$ cat src/rtl/edic_pkg.sv
// -----------------------------------------------------------------------------
// edic_pkg
// Shared types for the 8-bit datapath control sequencer.
//   opcode_e    : instruction opcode field IR[7:5]
//   state_e     : sequencer FSM states
//   CC_*        : JMP condition codes carried in IR[4:3]
//   ctrl_word_t : one bundle holding every datapath control output
//   needs_imm() : true for opcodes followed by an immediate byte
// -----------------------------------------------------------------------------
package edic_pkg;

    typedef enum logic [2:0] {
        OP_NOP = 3'd0,
        OP_LDI = 3'd1,
        OP_MOV = 3'd2,
        OP_ALU = 3'd3,
        OP_CMP = 3'd4,
        OP_JMP = 3'd5,
        OP_SHF = 3'd6,
        OP_HLT = 3'd7
    } opcode_e;

    typedef enum logic [1:0] {
        ST_FETCH     = 2'd0,
        ST_FETCH_IMM = 2'd1,
        ST_EXEC      = 2'd2,
        ST_HALT      = 2'd3
    } state_e;

    localparam logic [1:0] CC_ALWAYS = 2'b00;
    localparam logic [1:0] CC_Z      = 2'b01;
    localparam logic [1:0] CC_N      = 2'b10;
    localparam logic [1:0] CC_NZ     = 2'b11;

    typedef struct packed {
        logic       alu_oe;
        logic       alu_sub;
        logic [1:0] alu_op;
        logic       alu_shift_left;
        logic       reg_wr0;
        logic       reg_wr1;
        logic       reg_bus_sel;
        logic       reg_bus_en;
        logic       alu_sel;
        logic [7:0] bus_override;
        logic       bus_override_en;
    } ctrl_word_t;

    function automatic logic needs_imm(input opcode_e op);
        return (op == OP_LDI) || (op == OP_JMP);
    endfunction

endpackage

$ cat src/rtl/control_sequencer_instr_decode.sv
// -----------------------------------------------------------------------------
// instr_decode
// Combinational decode of the latched instruction into datapath controls.
//   i_exec       : sequencer is in its single EXEC cycle (all outputs 0 otherwise)
//   i_ir, i_imm  : latched instruction byte and immediate byte
//   i_flagN/Z    : latched ALU flags, used for JMP conditions
//   o_ctrl       : datapath control word
//   o_jumpTaken  : load PC from IMM at the end of this EXEC
//   o_flagWe     : capture live ALU flags at the end of this EXEC
// -----------------------------------------------------------------------------
module instr_decode
    import edic_pkg::*;
(
    input  logic       i_exec,
    input  logic [7:0] i_ir,
    input  logic [7:0] i_imm,
    input  logic       i_flagN,
    input  logic       i_flagZ,
    output ctrl_word_t o_ctrl,
    output logic       o_jumpTaken,
    output logic       o_flagWe
);

    opcode_e    w_op;
    logic       w_rd;
    logic       w_rs;
    logic [1:0] w_cond;

    assign w_op   = opcode_e'(i_ir[7:5]);
    assign w_rd   = i_ir[4];
    assign w_rs   = i_ir[3];
    assign w_cond = i_ir[4:3];

    always_comb begin
        o_ctrl      = '0;
        o_jumpTaken = 1'b0;
        o_flagWe    = 1'b0;
        if (i_exec) begin
            case (w_op)
                OP_LDI: begin
                    o_ctrl.bus_override_en = 1'b1;
                    o_ctrl.bus_override    = i_imm;
                    o_ctrl.reg_wr0         = ~w_rd;
                    o_ctrl.reg_wr1         = w_rd;
                end
                OP_MOV: begin
                    o_ctrl.reg_bus_en  = 1'b1;
                    o_ctrl.reg_bus_sel = w_rs;
                    o_ctrl.reg_wr0     = ~w_rd;
                    o_ctrl.reg_wr1     = w_rd;
                end
                OP_ALU: begin
                    o_ctrl.alu_sel = w_rd;
                    o_ctrl.alu_oe  = 1'b1;
                    o_ctrl.alu_sub = i_ir[2];
                    o_ctrl.alu_op  = i_ir[1:0];
                    o_ctrl.reg_wr0 = ~w_rd;
                    o_ctrl.reg_wr1 = w_rd;
                    o_flagWe       = 1'b1;
                end
                OP_CMP: begin
                    // rs goes over the bus to ALU B; result is discarded, only flags kept
                    o_ctrl.alu_sel     = w_rd;
                    o_ctrl.reg_bus_en  = 1'b1;
                    o_ctrl.reg_bus_sel = w_rs;
                    o_ctrl.alu_sub     = 1'b1;
                    o_ctrl.alu_op      = i_ir[1:0];
                    o_flagWe           = 1'b1;
                end
                OP_SHF: begin
                    o_ctrl.alu_sel        = w_rd;
                    o_ctrl.alu_oe         = 1'b1;
                    o_ctrl.alu_shift_left = i_ir[2];
                    o_ctrl.reg_wr0        = ~w_rd;
                    o_ctrl.reg_wr1        = w_rd;
                    o_flagWe              = 1'b1;
                end
                OP_JMP: begin
                    case (w_cond)
                        CC_ALWAYS: o_jumpTaken = 1'b1;
                        CC_Z:      o_jumpTaken = i_flagZ;
                        CC_N:      o_jumpTaken = i_flagN;
                        CC_NZ:     o_jumpTaken = ~i_flagZ;
                        default:   o_jumpTaken = 1'b0;
                    endcase
                end
                default: ;
            endcase
        end
    end

endmodule

$ cat src/rtl/control_sequencer.sv
// -----------------------------------------------------------------------------
// control_sequencer
// Fetches instruction bytes over a req/valid port, sequences FETCH /
// FETCH_IMM / EXEC / HALT and drives every datapath control input.
//   i_clk, i_reset            : clock, synchronous active-high reset
//   o_fetchReq/o_fetchAddr    : byte request at PC
//   i_fetchData/i_fetchValid  : byte return, accepted on req & valid
//   i_aluFlagN/Z              : live ALU flags, latched by ALU/CMP/SHF
//   o_ctrl*/o_busOverride*    : datapath controls, nonzero only in EXEC
//   o_halted                  : sequencer parked in HALT
// -----------------------------------------------------------------------------
module control_sequencer
    import edic_pkg::*;
#(
    parameter logic [7:0] RESET_PC = 8'h00
) (
    input  logic       i_clk,
    input  logic       i_reset,
    output logic       o_fetchReq,
    output logic [7:0] o_fetchAddr,
    input  logic [7:0] i_fetchData,
    input  logic       i_fetchValid,
    input  logic       i_aluFlagN,
    input  logic       i_aluFlagZ,
    output logic       o_ctrlAluOE,
    output logic       o_ctrlAluSub,
    output logic [1:0] o_ctrlAluOp,
    output logic       o_ctrlAluShiftLeft,
    output logic       o_ctrlRegWr0,
    output logic       o_ctrlRegWr1,
    output logic       o_ctrlRegBusSel,
    output logic       o_ctrlRegBusEn,
    output logic       o_ctrlAluSel,
    output logic [7:0] o_busOverride,
    output logic       o_busOverrideEn,
    output logic       o_halted
);

    state_e     r_state;
    state_e     w_nextState;
    logic [7:0] r_pc;
    logic [7:0] r_ir;
    logic [7:0] r_imm;
    logic       r_flagN;
    logic       r_flagZ;

    logic       w_accept;
    logic       w_exec;
    ctrl_word_t w_ctrl;
    logic       w_jumpTaken;
    logic       w_flagWe;

    assign w_accept    = o_fetchReq & i_fetchValid;
    assign w_exec      = (r_state == ST_EXEC);
    assign o_fetchAddr = r_pc;

    always_comb begin
        w_nextState = r_state;
        o_fetchReq  = 1'b0;
        o_halted    = 1'b0;
        case (r_state)
            ST_FETCH: begin
                o_fetchReq = 1'b1;
                // route on the incoming byte so a 2-byte op goes straight to FETCH_IMM
                if (i_fetchValid)
                    w_nextState = needs_imm(opcode_e'(i_fetchData[7:5])) ? ST_FETCH_IMM : ST_EXEC;
            end
            ST_FETCH_IMM: begin
                o_fetchReq = 1'b1;
                if (i_fetchValid) w_nextState = ST_EXEC;
            end
            ST_EXEC:  w_nextState = (opcode_e'(r_ir[7:5]) == OP_HLT) ? ST_HALT : ST_FETCH;
            ST_HALT:  o_halted = 1'b1;
            default:  w_nextState = ST_FETCH;
        endcase
    end

    always_ff @(posedge i_clk) begin
        if (i_reset) begin
            r_state <= ST_FETCH;
            r_pc    <= RESET_PC;
            r_ir    <= '0;
            r_imm   <= '0;
            r_flagN <= 1'b0;
            r_flagZ <= 1'b0;
        end else begin
            r_state <= w_nextState;
            if (w_accept) begin
                r_pc <= r_pc + 8'd1;
                if (r_state == ST_FETCH) r_ir  <= i_fetchData;
                else                     r_imm <= i_fetchData;
            end
            // accept and jump never coincide: jump only happens in EXEC
            if (w_jumpTaken) r_pc <= r_imm;
            if (w_flagWe) begin
                r_flagN <= i_aluFlagN;
                r_flagZ <= i_aluFlagZ;
            end
        end
    end

    instr_decode u_decode (
        .i_exec     (w_exec),
        .i_ir       (r_ir),
        .i_imm      (r_imm),
        .i_flagN    (r_flagN),
        .i_flagZ    (r_flagZ),
        .o_ctrl     (w_ctrl),
        .o_jumpTaken(w_jumpTaken),
        .o_flagWe   (w_flagWe)
    );

    assign o_ctrlAluOE        = w_ctrl.alu_oe;
    assign o_ctrlAluSub       = w_ctrl.alu_sub;
    assign o_ctrlAluOp        = w_ctrl.alu_op;
    assign o_ctrlAluShiftLeft = w_ctrl.alu_shift_left;
    assign o_ctrlRegWr0       = w_ctrl.reg_wr0;
    assign o_ctrlRegWr1       = w_ctrl.reg_wr1;
    assign o_ctrlRegBusSel    = w_ctrl.reg_bus_sel;
    assign o_ctrlRegBusEn     = w_ctrl.reg_bus_en;
    assign o_ctrlAluSel       = w_ctrl.alu_sel;
    assign o_busOverride      = w_ctrl.bus_override;
    assign o_busOverrideEn    = w_ctrl.bus_override_en;

    // only one driver may own the shared bus
    a_busExclusive: assert property (@(posedge i_clk) disable iff (i_reset)
        $onehot0({o_ctrlAluOE, o_ctrlRegBusEn, o_busOverrideEn}));

endmodule

$ cat config.mk
export PLATFORM = sky130hd
export DESIGN_NAME = control_sequencer
export DESIGN_NICKNAME = d
export VERILOG_FILES = /design/src/rtl/edic_pkg.sv /design/src/rtl/control_sequencer_instr_decode.sv /design/src/rtl/control_sequencer.sv
export SDC_FILE = /design/constraint.sdc
export NUM_CORES = 1
export LEC_CHECK = 0
export CAP_MARGIN = 20
export CORE_UTILIZATION = 40
export DETAILED_ROUTE_END_ITERATION = 16
export GPL_ROUTABILITY_DRIVEN = 1
export PLACE_DENSITY = 0.82
export SYNTH_ARGS = -nofsm -noshare
export SYNTH_HDL_FRONTEND = slang
export SYNTH_SLANG_ARGS = --single-unit
export TNS_END_PERCENT = 1
$ cat constraint.sdc
create_clock -name i_clk -period 1.55 [get_ports i_clk]
set_input_delay 0.155 -clock i_clk [delete_from_list [all_inputs] [get_ports i_clk]]
set_output_delay 0.155 -clock i_clk [all_outputs]
set_load 0.02 [all_outputs]
==> flow_summary.json <==
{
  "crit_path_cell_trace": "inv_2 > ha_4 > nor3b_4 > buf_6 > and2_4 > buf_6",
  "slowest_stage": "dfxtp_2",
  "peakVddDrop_uv": 705.7,
  "min_path_type": "in -> reg",
  "async_flop_share": 0,
  "grt_first_pass_wirelength_um": 5713,
  "row_count": 22,
  "post_drt_via_cell_ratio": 5.068,
  "htree_levels": 1,
  "worstMarginPinSlew_ns": 0.3503,
  "synth_edf_count": 0,
  "antenna_left": 0,
  "arrival_ns": 1.44,
  "p_total_w": 0.001866,
  "synthToLayoutAreaGrowth_pct": 53.14,
  "seqPwrFrac": 0.448,
  "fin_crit_ns": 1.593,
  "ys_warn_count": 0,
  "hold_violations": 0,
  "finalNetCount": 267,
  "cts_tree": "done",
  "hpwl_um": 2668,
  "maxSlewHeadroom": 0.7664,
  "path_class": "reg -> out",
  "syn_nets": 205,
  "worstPathMaxFanout": 5,
  "ys_seq_area_frac": 0.3696,
  "leakagePower_nw": 0.9155,
  "port_buffers": 41,
  "met3_usage": 0.03080,
  "ys_types": 34,
  "coreArea_um2": 3661,
  "synth.cell_area_um2": 1516,
  "pin_count": 42,
  "drv_cap": 0,
  "finalCritPeriodShare": 1.027,
  "synth_flop_cell": "dfxtp_1",
  "die-area_um2": 4041,
  "top_usage_layer": "met2",
  "clk-insertion-delay-late_ns": 0.28,
  "vias": 1500,
  "finalMaxSlewViolations": 0,
  "wl_per_cell_um": 13.58,
  "cp.required_ns": 1.39,
  "synth_area_leader_cell": "dfxtp_1",
  "r2r_slack_ns": -0.01,
  "cp_common_cell": "buf_6",
  "routabilityCongestion": 0.7686,
  "clk_pin_slew_worst_paths_ns": 0.09,
  "drt_first_pass_iters": 4,
  "overflow": 0,
  "grt_pass1_vias": 1296,
  "syn_avg_cell_area_um2": 8.109,
  "end_kind": "primary output",
  "clock-skew-final_ns": 0.001895,
  "cts.sinks": 28,
  "violations": "negative setup slack",
  "grt_start_max_net_pins": 29,
  "switching_share": 0.3094,
  "drt_iter0_drc": 52,
  "root_buffer": "clkbuf_8",
  "num_antenna_cells": 0,
  "initial_utilization": 0.4142,
  "pwr-share-comb": 0.309,
  "drc": 0,
  "wirelength_um": 4019,
  "status": "complete, but fails checks",
  "met1_usage": 0.2329,
  "cp-start-kind": "register",
  "postSynthCellCount": 187,
  "cts-buffers-inserted": 3,
  "grtUsageMet2": 0.2965,
  "final_area_um2": 2322,
  "rsz0062_at_grt": "true",
  "die_y_um": 63.57,
  "yosysTopAreaCellShare": 0.3696,
  "synth-seq-cells": 28,
  "p_sw_w": 0.0005772,
  "worst_path_largest_cell_delay_ns": 0.33,
  "synth.area.top_cells": "dfxtp_1, nand2_1, a211oi_2",
  "clock_path_buffers": 2,
  "hp-start": "i_fetchData[0]",
  "setup_slack_ns": -0.04256,
  "cp-startpoint": "r_state[0]",
  "final-instance-count-excl-fill": 296,
  "r2r_start": "r_state[0]",
  "antenna_found_initial": 0,
  "dp.cells": 290,
  "track_usage": 0.1800,
  "drive_gt1_frac": 0.3790,
  "place_area_um2": 2130,
  "setup_violations": 11,
  "internal_power_w": 0.001289,
  "powerDensity_nw_per_um2": 803.5,
  "die_w_um": 63.57,
  "timing.fmax_ghz": 0.6279,
  "p_clk_frac": 0.243
}
cells in the mapped netlist (3+ instances only):
| cell | count |
|---|---|
| a211oi_2 | 8 |
| a21oi_1 | 18 |
| and2_1 | 9 |
| buf_2 | 4 |
| clkbuf_1 | 4 |
| dfxtp_1 | 28 |
| ha_1 | 5 |
| inv_1 | 7 |
| mux2i_1 | 3 |
| nand2_1 | 28 |
| nand3_1 | 12 |
| nor2_1 | 23 |
| nor2b_1 | 3 |
| xnor2_1 | 7 |
worst paths after layout:
path,endpoint,cells past startpoint
worst max-delay path,o_busOverride[6],6
worst min-delay path,r_imm[0],3
worst max register to register,o_fetchAddr[4],7
worst min register to register,r_ir[0],2
cells in the final DEF, fill, tap and decap left out, drive strengths merged, types with 2 or more instances in the layout:
cell type      netlist  layout
or2                  2       2
dfxtp               28      28
and2                 9       9
nor2b                3       3
nand2b               2       2
nor3                 2       2
nand3               12      12
clkbuf               5       4
nand2               28      28
buf                  5      46
nor2                25      25
xnor2                7       7
inv                  7       7
clkdlybuf4s50        0      19
a221oi               2       2
a21oi               18      18
xor2                 2       2
mux2i                3       3
nor3b                3       3
o21ai                4       4
ha                   5       5
a211oi               8       8
stage by stage:
step	setup slack (ns)	utilization	hold slack [ns]	TNS [ns]
after floorplan	-0.09660	-	0.2910	-0.7728
after global placement	-0.1683	0.5817	0.4474	-3.691
after detailed placement	-0.1999	0.5817	0.4576	-4.374
after CTS	-0.08265	0.5796	0.4547	-0.9659
after global routing	-0.1058	0.6343	0.4773	-1.586
final	-0.04256	0.6343	0.4547	-0.3410
timing repair:
action / CTS / global route
setup buffers: 0 / 1
gates resized for setup: 89 / 56
hold buffers: 0 / 0
pin swaps: 0 / 7
gates cloned: 0 / 1
setup endpoints to repair: 37 / 40
registers in the layout, summed over array words and instances, names as in the netlist:
register / cells
o_fetchAddr: 8
r_ir: 8
r_flagN: 1
r_flagZ: 1
r_state: 2
r_imm: 8
routing by layer:
metal	vias up	part of all wire
li1	751	-
met3	5	0.038
met2	40	0.50
met5	-	0
met1	704	0.45
met4	0	0.010
power groups by stage:
stage	Combinational, W	Clock (W)	Sequential (W)
6_report	0.000576	0.000454	0.000836
3_5_place_dp	0.000494	0	0.000840
3_3_place_gp	0.000487	0	0.000837
5_1_grt	0.000623	0.000489	0.000845
4_1_cts	0.000503	0.000456	0.000826
2_1_floorplan	0.000269	0	0.000839
worst max-delay path, delay by kind of cell (launching register included):
family | cells | cell delay, ns
fa+ha+maj | 1 | 0.13
flops | 1 | 0.33
buf+inv | 3 | 0.33
simple gates | 2 | 0.37
cell type report:
class                           count  area (µm²)
Clock buffer                        4       55.05
Fill cell                         303        1339
Inverter                            7       28.78
Multi-Input combinational cell    142        1013
Sequential cell                    28       571.8
Tap cell                           48       60.06
Timing Repair Buffer               67       593.1
kinds of logic after synthesis:
kind of cell    share of synthesized area
compound gates                     0.1799
fa+ha+maj                         0.04125
buf+inv                           0.05363
mux                               0.01980
simple gates                       0.2838
flops                              0.3696
xor+xnor                          0.05198
Power figures use the tool's default switching activity.
